`src/rtl/dphy_pkg.sv`:
```
// Shared D-PHY definitions: sequencer state codes, LP line codes and default
// timing/sync constants used by the data- and clock-lane sequencers.
package dphy_pkg;

  localparam int unsigned TIMER_BITS = 8;
  localparam logic [7:0]  SYNC_BYTE_DEFAULT = 8'hB8;

  // Lane sequencer states; plain constants keep the encoding explicit for tools.
  typedef logic [2:0] dphy_state_t;
  localparam dphy_state_t ST_IDLE    = 3'd0;
  localparam dphy_state_t ST_LP01    = 3'd1;
  localparam dphy_state_t ST_LP00    = 3'd2;
  localparam dphy_state_t ST_HS_ZERO = 3'd3;
  localparam dphy_state_t ST_SYNC    = 3'd4;
  localparam dphy_state_t ST_DATA    = 3'd5;
  localparam dphy_state_t ST_TRAIL   = 3'd6;
  localparam dphy_state_t ST_EXIT    = 3'd7;

  // LP line codes as {lp_p, lp_n}.
  localparam logic [1:0] LP11 = 2'b11;
  localparam logic [1:0] LP01 = 2'b01;
  localparam logic [1:0] LP00 = 2'b00;

endpackage

```
`src/rtl/dphy_interval_timer.sv`:
```
// Down-counter for D-PHY state intervals: loads max(value,1)-1 and reports
// expiry at zero, so any programmed count of 0 or 1 lasts a single cycle.
module dphy_interval_timer #(
  parameter int unsigned g_timer_bits = 8
) (
  input  logic                    i_clk,
  input  logic                    i_rst_n,
  input  logic                    i_load,
  input  logic [g_timer_bits-1:0] i_value,
  output logic                    o_expired
);

  logic [g_timer_bits-1:0] r_count;
  logic [g_timer_bits-1:0] w_reload;

  assign w_reload  = (i_value == '0) ? '0 : (i_value - 1'b1);
  assign o_expired = (r_count == '0);

  always_ff @(posedge i_clk or negedge i_rst_n) begin
    if (!i_rst_n) begin
      r_count <= '0;
    end else if (i_load) begin
      r_count <= w_reload;
    end else if (r_count != '0) begin
      r_count <= r_count - 1'b1;
    end
  end

endmodule

```
`src/rtl/dphy_lane_sequencer.sv`:
```
// Per-lane D-PHY sequencer: LP-11 -> LP-01 -> LP-00 -> HS-0 -> sync -> payload
// -> trail -> LP-11, with all lane outputs registered from the next state.
module dphy_lane_sequencer
  import dphy_pkg::*;
#(
  parameter int unsigned g_timer_bits = TIMER_BITS,
  parameter logic [7:0]  g_sync_byte  = SYNC_BYTE_DEFAULT
) (
  input  logic                    clk_dsi_i,
  input  logic                    rst_n_a_i,
  input  logic                    enable_i,
  input  logic                    req_i,
  input  logic [g_timer_bits-1:0] tlpx_i,
  input  logic [g_timer_bits-1:0] ths_prepare_i,
  input  logic [g_timer_bits-1:0] ths_zero_i,
  input  logic [g_timer_bits-1:0] ths_trail_i,
  input  logic [g_timer_bits-1:0] ths_exit_i,
  input  logic [7:0]              d_i,
  input  logic                    valid_i,
  input  logic                    last_i,
  output logic                    ready_o,
  output logic [7:0]              serdes_data_o,
  output logic                    serdes_oe_o,
  output logic                    lp_p_o,
  output logic                    lp_n_o,
  output logic                    lp_oe_o,
  output logic                    busy_o,
  output logic                    underrun_o
);

  dphy_state_t             r_state;
  dphy_state_t             w_state_d;

  logic [g_timer_bits-1:0] r_sh_prepare;
  logic [g_timer_bits-1:0] r_sh_zero;
  logic [g_timer_bits-1:0] r_sh_trail;
  logic [g_timer_bits-1:0] r_sh_exit;

  logic                    r_last_bit;
  logic                    w_last_bit_d;

  logic                    r_ready;
  logic                    w_ready_d;
  logic [7:0]              r_data;
  logic [7:0]              w_data_d;
  logic                    r_serdes_oe;
  logic                    w_serdes_oe_d;
  logic                    r_lp_p;
  logic                    w_lp_p_d;
  logic                    r_lp_n;
  logic                    w_lp_n_d;
  logic                    r_lp_oe;
  logic                    w_lp_oe_d;
  logic                    r_busy;
  logic                    r_underrun;
  logic                    w_underrun_d;

  logic                    w_timer_load;
  logic [g_timer_bits-1:0] w_timer_value;
  logic                    w_timer_expired;
  logic                    w_sample_timing;
  logic                    w_start;

  assign w_start = req_i & enable_i;

  // Next-state logic; SYNC and DATA share the handshake since ready is already
  // high during the sync word so the first byte follows it without a gap.
  always_comb begin
    w_state_d    = r_state;
    w_ready_d    = 1'b0;
    w_underrun_d = 1'b0;
    w_last_bit_d = r_last_bit;
    case (r_state)
      ST_IDLE:    if (w_start) w_state_d = ST_LP01;
      ST_LP01:    if (w_timer_expired) w_state_d = ST_LP00;
      ST_LP00:    if (w_timer_expired) w_state_d = ST_HS_ZERO;
      ST_HS_ZERO: if (w_timer_expired) w_state_d = ST_SYNC;
      ST_SYNC, ST_DATA: begin
        if (r_ready) begin
          if (valid_i) begin
            w_state_d    = ST_DATA;
            w_ready_d    = ~last_i;
            w_last_bit_d = d_i[7];
          end else begin
            w_state_d    = ST_TRAIL;
            w_underrun_d = 1'b1;
          end
        end else begin
          w_state_d = ST_TRAIL;
        end
      end
      ST_TRAIL:   if (w_timer_expired) w_state_d = ST_EXIT;
      ST_EXIT: begin
        if (w_timer_expired) begin
          w_state_d = w_start ? ST_LP01 : ST_IDLE;
        end
      end
      default:    w_state_d = ST_IDLE;
    endcase

    if ((w_state_d == ST_SYNC) && (r_state != ST_SYNC)) begin
      w_ready_d    = 1'b1;
      w_last_bit_d = g_sync_byte[7];
    end
  end

  // Timer reloads on every state change with the interval of the new state.
  assign w_timer_load    = (w_state_d != r_state);
  assign w_sample_timing = (w_state_d == ST_LP01) && (r_state != ST_LP01);

  always_comb begin
    case (w_state_d)
      ST_LP01:    w_timer_value = tlpx_i;
      ST_LP00:    w_timer_value = r_sh_prepare;
      ST_HS_ZERO: w_timer_value = r_sh_zero;
      ST_TRAIL:   w_timer_value = r_sh_trail;
      ST_EXIT:    w_timer_value = r_sh_exit;
      default:    w_timer_value = '0;
    endcase
  end

  dphy_interval_timer #(
    .g_timer_bits (g_timer_bits)
  ) u_timer (
    .i_clk     (clk_dsi_i),
    .i_rst_n   (rst_n_a_i),
    .i_load    (w_timer_load),
    .i_value   (w_timer_value),
    .o_expired (w_timer_expired)
  );

  // Output decode of the next state so every pin is a flop.
  always_comb begin
    {w_lp_p_d, w_lp_n_d} = LP11;
    w_lp_oe_d            = 1'b1;
    w_serdes_oe_d        = 1'b0;
    w_data_d             = 8'h00;
    case (w_state_d)
      ST_IDLE:    w_lp_oe_d = enable_i;
      ST_LP01:    {w_lp_p_d, w_lp_n_d} = LP01;
      ST_LP00:    {w_lp_p_d, w_lp_n_d} = LP00;
      ST_HS_ZERO: begin
        {w_lp_p_d, w_lp_n_d} = LP00;
        w_lp_oe_d            = 1'b0;
        w_serdes_oe_d        = 1'b1;
      end
      ST_SYNC: begin
        {w_lp_p_d, w_lp_n_d} = LP00;
        w_lp_oe_d            = 1'b0;
        w_serdes_oe_d        = 1'b1;
        w_data_d             = g_sync_byte;
      end
      ST_DATA: begin
        {w_lp_p_d, w_lp_n_d} = LP00;
        w_lp_oe_d            = 1'b0;
        w_serdes_oe_d        = 1'b1;
        w_data_d             = d_i;
      end
      ST_TRAIL: begin
        // Trail drives the inverse of the final transmitted bit.
        {w_lp_p_d, w_lp_n_d} = LP00;
        w_lp_oe_d            = 1'b0;
        w_serdes_oe_d        = 1'b1;
        w_data_d             = r_last_bit ? 8'h00 : 8'hFF;
      end
      default: begin
        {w_lp_p_d, w_lp_n_d} = LP11;
      end
    endcase
  end

  always_ff @(posedge clk_dsi_i or negedge rst_n_a_i) begin
    if (!rst_n_a_i) begin
      r_state      <= ST_IDLE;
      r_sh_prepare <= '0;
      r_sh_zero    <= '0;
      r_sh_trail   <= '0;
      r_sh_exit    <= '0;
      r_last_bit   <= 1'b0;
      r_ready      <= 1'b0;
      r_data       <= 8'h00;
      r_serdes_oe  <= 1'b0;
      r_lp_p       <= 1'b1;
      r_lp_n       <= 1'b1;
      r_lp_oe      <= 1'b0;
      r_busy       <= 1'b0;
      r_underrun   <= 1'b0;
    end else begin
      r_state      <= w_state_d;
      if (w_sample_timing) begin
        r_sh_prepare <= ths_prepare_i;
        r_sh_zero    <= ths_zero_i;
        r_sh_trail   <= ths_trail_i;
        r_sh_exit    <= ths_exit_i;
      end
      r_last_bit   <= w_last_bit_d;
      r_ready      <= w_ready_d;
      r_data       <= w_data_d;
      r_serdes_oe  <= w_serdes_oe_d;
      r_lp_p       <= w_lp_p_d;
      r_lp_n       <= w_lp_n_d;
      r_lp_oe      <= w_lp_oe_d;
      r_busy       <= (w_state_d != ST_IDLE);
      r_underrun   <= w_underrun_d;
    end
  end

  assign ready_o       = r_ready;
  assign serdes_data_o = r_data;
  assign serdes_oe_o   = r_serdes_oe;
  assign lp_p_o        = r_lp_p;
  assign lp_n_o        = r_lp_n;
  assign lp_oe_o       = r_lp_oe;
  assign busy_o        = r_busy;
  assign underrun_o    = r_underrun;

endmodule

```
`config.mk`:
```
export PLATFORM = sky130hd
export DESIGN_NAME = dphy_lane_sequencer
export DESIGN_NICKNAME = d
export VERILOG_FILES = /design/src/rtl/dphy_pkg.sv /design/src/rtl/dphy_interval_timer.sv /design/src/rtl/dphy_lane_sequencer.sv
export SDC_FILE = /design/constraint.sdc
export NUM_CORES = 1
export LEC_CHECK = 0
export CAP_MARGIN = 5
export CELL_PAD_IN_SITES_DETAIL_PLACEMENT = 0
export CELL_PAD_IN_SITES_GLOBAL_PLACEMENT = 2
export CORE_ASPECT_RATIO = 0.9
export CORE_UTILIZATION = 30
export DETAILED_ROUTE_END_ITERATION = 10
export PLACE_DENSITY_LB_ADDON = 0.1
export SLEW_MARGIN = 20
export SYNTH_ARGS = -nofsm -noshare
export SYNTH_HDL_FRONTEND = slang
export SYNTH_HIERARCHICAL = 1
export SYNTH_SLANG_ARGS = --single-unit
```
`constraint.sdc`:
```
create_clock -name clk_dsi_i -period 3.4 [get_ports clk_dsi_i]
set_clock_uncertainty 0.05 [all_clocks]
set_input_delay 0.68 -clock clk_dsi_i [delete_from_list [all_inputs] [get_ports clk_dsi_i]]
set_output_delay 0.68 -clock clk_dsi_i [all_outputs]
set_load 0.02 [all_outputs]
```
==> metrics.cfg <==
[synth]
netlist_top_cells_area = sky130_fd_sc_hd__dfrtp_1 (44%), sky130_fd_sc_hd__mux2_4 (14%), sky130_fd_sc_hd__mux2i_1 (4.3%)
synthesis.yosys.warnings = 6
synth.ff_latch_count = 59
number_of_instances_in_the_synthesized_netlist = 277
synthesis.nets = 334
synth_largest_type_area_fraction_pct = 43.54
yosysMostFrequentCell = sky130_fd_sc_hd__dfrtp_1
async_reset_ff_share_pct = 100.0
synth_top_cell_by_area = sky130_fd_sc_hd__dfrtp_1
synth_top_cells_by_count = sky130_fd_sc_hd__dfrtp_1 (57), sky130_fd_sc_hd__mux2_4 (30), sky130_fd_sc_hd__nand2_1 (27)
synth_sequential_area_ratio_pct = 45.15
mappedNetlistArea_mm2 = 0.003276
synth-main-ff-cell = sky130_fd_sc_hd__dfrtp_1
mean_syn_cell_area_um2 = 11.83
yosys.cell_types.count = 61
synth_edf_count = 0

[final_layout]
nets = 453
finalInstanceArea_mm2 = 0.004933
final.fill_count = 981
area_growth_syn_to_layout_pct = 50.61
antennaDiodeCount = 0
final_layout_size_suffix_gt1_share_pct = 35.91
fin_cells = 530

[floorplan]
rows = 35
floorplan.core_area_mm2 = 0.01042
design.portCount = 69
floorplan.die.width_um = 112.1
fp.dieArea_mm2 = 0.01134
floorplan.initialDensity_pct = 31.43
dieHeight_um = 101.1

[timing]
hold_viol_final = 0
setup_slack_ns = 0.05429
final_max_tran_viols = 0
tns_ns = 0
fmax_ghz = 0.2989
fin_hold_ws_ns = 0.3156
grt_setup_unrepaired = true
relSlewSlack_pct = 59.15
finalWorstPathRequiredPeriod_ns = 3.346
setup_viol = 0
min_period_over_period_pct = 98.40
worst_slew_pin_slew_ns = 0.6128

[pwr]
power_frac_seq_pct = 24.7
power.switching_fraction_pct = 35.53
worst_ir_drop_vdd_mv = 0.3605
p_leak_nw = 2.126
p_sw_mw = 1.761
power.clock.fraction_pct = 20.2
intPower_mw = 3.195
power_density_mw_per_mm2 = 1004
combPwrFrac_pct = 55.2

[grt]
grt_ovf = 0
grt_antenna_before_repair = 0
grt_start_max_net_pins = 45
grt.total_usage_pct = 15.63
grt_pass1_vias = 2602
global_route_wire_length_before_repair_um = 13560

[setup_path]
setup.worst_path.start_class = flop
critical_path_start = u_timer/r_count[0]
worst_reg2reg_startpoint = u_timer/r_count[0]
wp_data_required_ns = 3.55
cp_max_fo = 6
data_arrival_time_of_the_worst_path_ns = 3.50
path_class = reg2reg
critPathCaptureType = flop

[clock_tree]
hold_buffers = 0
cts-root-to-sink-buffers = 2
cts_inserted_buffers = 9
tritoncts_num_sinks = 59
clock_tree.root_cell = sky130_fd_sc_hd__clkbuf_16
clk_transition_reported_paths_ns = 0.05
tritoncts = built
clk-insertion-delay-late_ns = 0.32
cts.htree.levels = 3

[route]
detail_route.drc_violations = 0
detail_route.iter0.violations = 112
detail_route_antenna_nets = 0
avgRoutedWirePerCell_um = 15.58
route.vias.total = 2518
drt-pass1-iter-count = 6
routed_wl_um = 8257
vias_per_cell = 4.751

[status]
status = finished, final reports clean

[min_path]
min-delay-path-class = in2async

[placed_design]
preCtsSetupSlack_ns = -0.1692
dp_cells = 503
portBuffers = 68
gp_routability_congestion = 0.8295
place_area_mm2 = 0.004414
hpwlAfterDp_um = 6048

[job]
max-cap-violations = 0

## placed cells by master (no fill, tap or decap), drive strengths merged, types with 8 or more instances in the layout
| master | synthesis | final |
|---|---|---|
| clkdlybuf4s50 | 0 | 67 |
| dfrtp | 57 | 57 |
| buf | 10 | 54 |
| mux2 | 33 | 33 |
| nand2 | 27 | 27 |
| nor2 | 15 | 15 |
| mux2i | 14 | 14 |
| xnor2 | 12 | 12 |
| clkbuf | 3 | 12 |
| inv | 11 | 11 |
| a21oi | 8 | 8 |
| o21ai | 8 | 8 |
## layer usage
layer	routed length (um)	up-vias	global-route usage, %	share of wire (%)
met3	305	8	3.232	3.7
met1	4255	1207	22.35	52
li1	-	1247	-	-
met4	106	0	6.154	1.3
met2	3590	56	23.17	43
met5	0	-	0	0
## worst max-delay path, cell delays in order, from the launching register on
cell and delay (ns):
sky130_fd_sc_hd__dfrtp_1 0.38, sky130_fd_sc_hd__inv_2 0.08, sky130_fd_sc_hd__ha_4 0.14, sky130_fd_sc_hd__nor3b_4 0.20
sky130_fd_sc_hd__nand2_2 0.10, sky130_fd_sc_hd__clkinv_4 0.10, sky130_fd_sc_hd__buf_12 0.12, sky130_fd_sc_hd__nor2_4 0.05
sky130_fd_sc_hd__a221oi_4 0.35, sky130_fd_sc_hd__o21ai_2 0.13, sky130_fd_sc_hd__nand2_1 0.08, sky130_fd_sc_hd__o211ai_1 0.12
sky130_fd_sc_hd__or4_4 0.58, sky130_fd_sc_hd__buf_6 0.15, sky130_fd_sc_hd__o41ai_4 0.20, sky130_fd_sc_hd__buf_4 0.20
sky130_fd_sc_hd__nor2_2 0.04, sky130_fd_sc_hd__o32a_1 0.16
## power by group through the flow
stage | registers, mW | logic [mW] | clock network [mW]
after floorplan | 1.17 | 1.59 | 0
after global placement | 1.23 | 2.44 | 0
after detailed placement | 1.23 | 2.45 | 0
after CTS | 1.22 | 2.56 | 1.02
after global routing | 1.26 | 2.98 | 1.05
final | 1.22 | 2.73 | 0.999
## final cells by class
cell class | instances | area (um^2) | area share (%)
inverter | 12 | 50.05 | 1.014
tap | 129 | 161.4 | 3.272
clock buffer | 12 | 256.5 | 5.199
clock inverter | 4 | 72.57 | 1.471
sequential | 59 | 1479 | 29.98
timing repair buffer | 121 | 1130 | 22.90
multi-input combinational | 193 | 1784 | 36.17
## through the flow
step	power, mW	utilization, %
floorplan	2.763	-
global placement	3.671	42.35
detailed placement	3.673	42.35
CTS	4.807	46.13
global route	5.298	47.33
finish	4.956	47.33
## state kept, by name, summed over array words and instances, names as in the netlist, 3 cells and up
register and cells:
u_timer/r_count 8, r_state 3, r_sh_prepare 8, r_sh_zero 8, r_sh_exit 8, r_sh_trail 8
serdes_data_o 8
## what timing repair did
item                       4_1_cts  5_1_grt
setup endpoints to repair        4        8
buffers inserted                 5        6
gates resized for setup          6       16
pin swaps                        4        6
## cell families after synthesis
kind of cell               Yosys count  synth area share, %
AOI/OAI and AO/OA                   56                13.41
xor gates and xnor gates            14                3.973
adders and majority gates            3                1.146
buffers and inverters               25                5.156
DFF                                 59                45.15
muxes                               47                19.06
and+or+nand+nor                     73                12.11
## final timing paths
| kind | to | slack [ns] | cells after the start |
|---|---|---|---|
| worst max register to register | u_timer/r_count[1] | 0.05 | 17 |
| worst min register to register | r_sh_prepare[4] | 0.46 | 1 |
| min in group clk_dsi_i | r_sh_prepare[4] | 0.46 | 1 |
| max in group asynchronous | r_sh_prepare[6] | 2.39 | 2 |
| worst max-delay path | u_timer/r_count[1] | 0.05 | 17 |
| worst min-delay path | lp_oe_o | 0.32 | 1 |
Power figures use the tool's default switching activity.
==> edit (same flow settings) <==
The package constant `TIMER_BITS` goes from 8 to 10.
--- a/src/rtl/dphy_pkg.sv
+++ b/src/rtl/dphy_pkg.sv
@@ -2,7 +2,7 @@
 // timing/sync constants used by the data- and clock-lane sequencers.
 package dphy_pkg;
 
-  localparam int unsigned TIMER_BITS = 8;
+  localparam int unsigned TIMER_BITS = 10;
   localparam logic [7:0]  SYNC_BYTE_DEFAULT = 8'hB8;
 
   // Lane sequencer states; plain constants keep the encoding explicit for tools.
Interface: changed (5 resized); port bits go from 69 to 79. The function was not compared with the original's and may differ.
==> edit against the original RTL <==
  * The flow now finishes with violations (setup timing)
  * Total power is 14% lower
  * Critical path type unchanged
  * Critical endpoint is now u_timer/r_count[8]$_DFFE_PN0P_
  * First-iteration DRC count is 32% lower
  * Die area is 13% higher
  * Area after synthesis is 13% higher
  * Largest cell class unchanged
  * Wire length is 8.2% higher
  * Largest power group unchanged
  * Final area is 8.5% higher
  * Critical path depth is 2 lower
  * Worst setup slack worse by 0.093 ns
  * Sequential cell count is 10 higher
==> edit: results (changes against the original RTL) <==
- Starting DRT DRC Count: 76 (was 112)
- Top cells by area, synth: dfrtp_1 45%, mux2_4 16%, mux2i_1 3.8% (was dfrtp_1 44%, mux2_4 14%, mux2i_1 4.3%)
- Reg area: 1730 sq um (was 1480 sq um)
- Failing checks: setup timing
- Outcome: complete, but fails checks (was complete, no violations)
- Vias in the first global route: 2953 (was 2602)
- Resize count post-CTS: 4 (was 6)
- Final Worst Setup Slack: -0.0385 ns (was 0.0543 ns)
- Sequential share of cell area: 32.3% (was 30.0%)
- Non-clk buf share: 22.0% (was 22.9%)
- Share of cells above drive strength 1: 31.1% (was 35.9%)
- Detailed-route via count: 2764 (was 2518)
- Final setup viols: 8 (was 0)
- Clock buffer count: 10 (was 12)
- Syn Nets: 362 (was 334)
- XOR/XNOR Fraction of Synth Area: 1.89% (was 3.97%)
- Global Route met3 Usage: 3.23% (about the same)
- Final #Nets: 486 (was 453)
- Clk sink count: 69 (was 59)
- Pwr per Cell Area: 792 nW/um^2 (was 1000 nW/um^2)
- Largest net degree at the start of global routing: 36 (was 45)
- Adder-cell share of the synthesized area: 0.674% (was 1.15%)
- Placed insts: 565 (was 503)
- Footprint of the multi-input gates: 1910 sq um (was 1780 sq um)
- Setup WS pre-CTS: -0.239 ns (was -0.169 ns)
- Post-Route WL: 8940 microns (was 8260 microns)
- Post-DP HPWL: 6820 microns (was 6050 microns)
- Crit-path max cell delay: 0.51 ns (was 0.58 ns)
## edit: worst max-delay path by stage
| stage | startpoint | endpoint | depth (start not counted) |
|---|---|---|---|
| final | u_timer/r_count[0]$_DFFE_PN0P_ | u_timer/r_count[8]$_DFFE_PN0P_ | 15 |
| after detailed placement | u_timer/r_count[1]$_DFFE_PN0P_ | u_timer/r_count[1]$_DFFE_PN0P_ | 15 |
| after CTS | u_timer/r_count[0]$_DFFE_PN0P_ | u_timer/r_count[5]$_DFFE_PN0P_ | 15 |
| after floorplan | u_timer/r_count[1]$_DFFE_PN0P_ | u_timer/r_count[7]$_DFFE_PN0P_ | 14 |
| after global placement | u_timer/r_count[1]$_DFFE_PN0P_ | u_timer/r_count[8]$_DFFE_PN0P_ | 15 |
| after global routing | u_timer/r_count[1]$_DFFE_PN0P_ | u_timer/r_count[5]$_DFFE_PN0P_ | 15 |
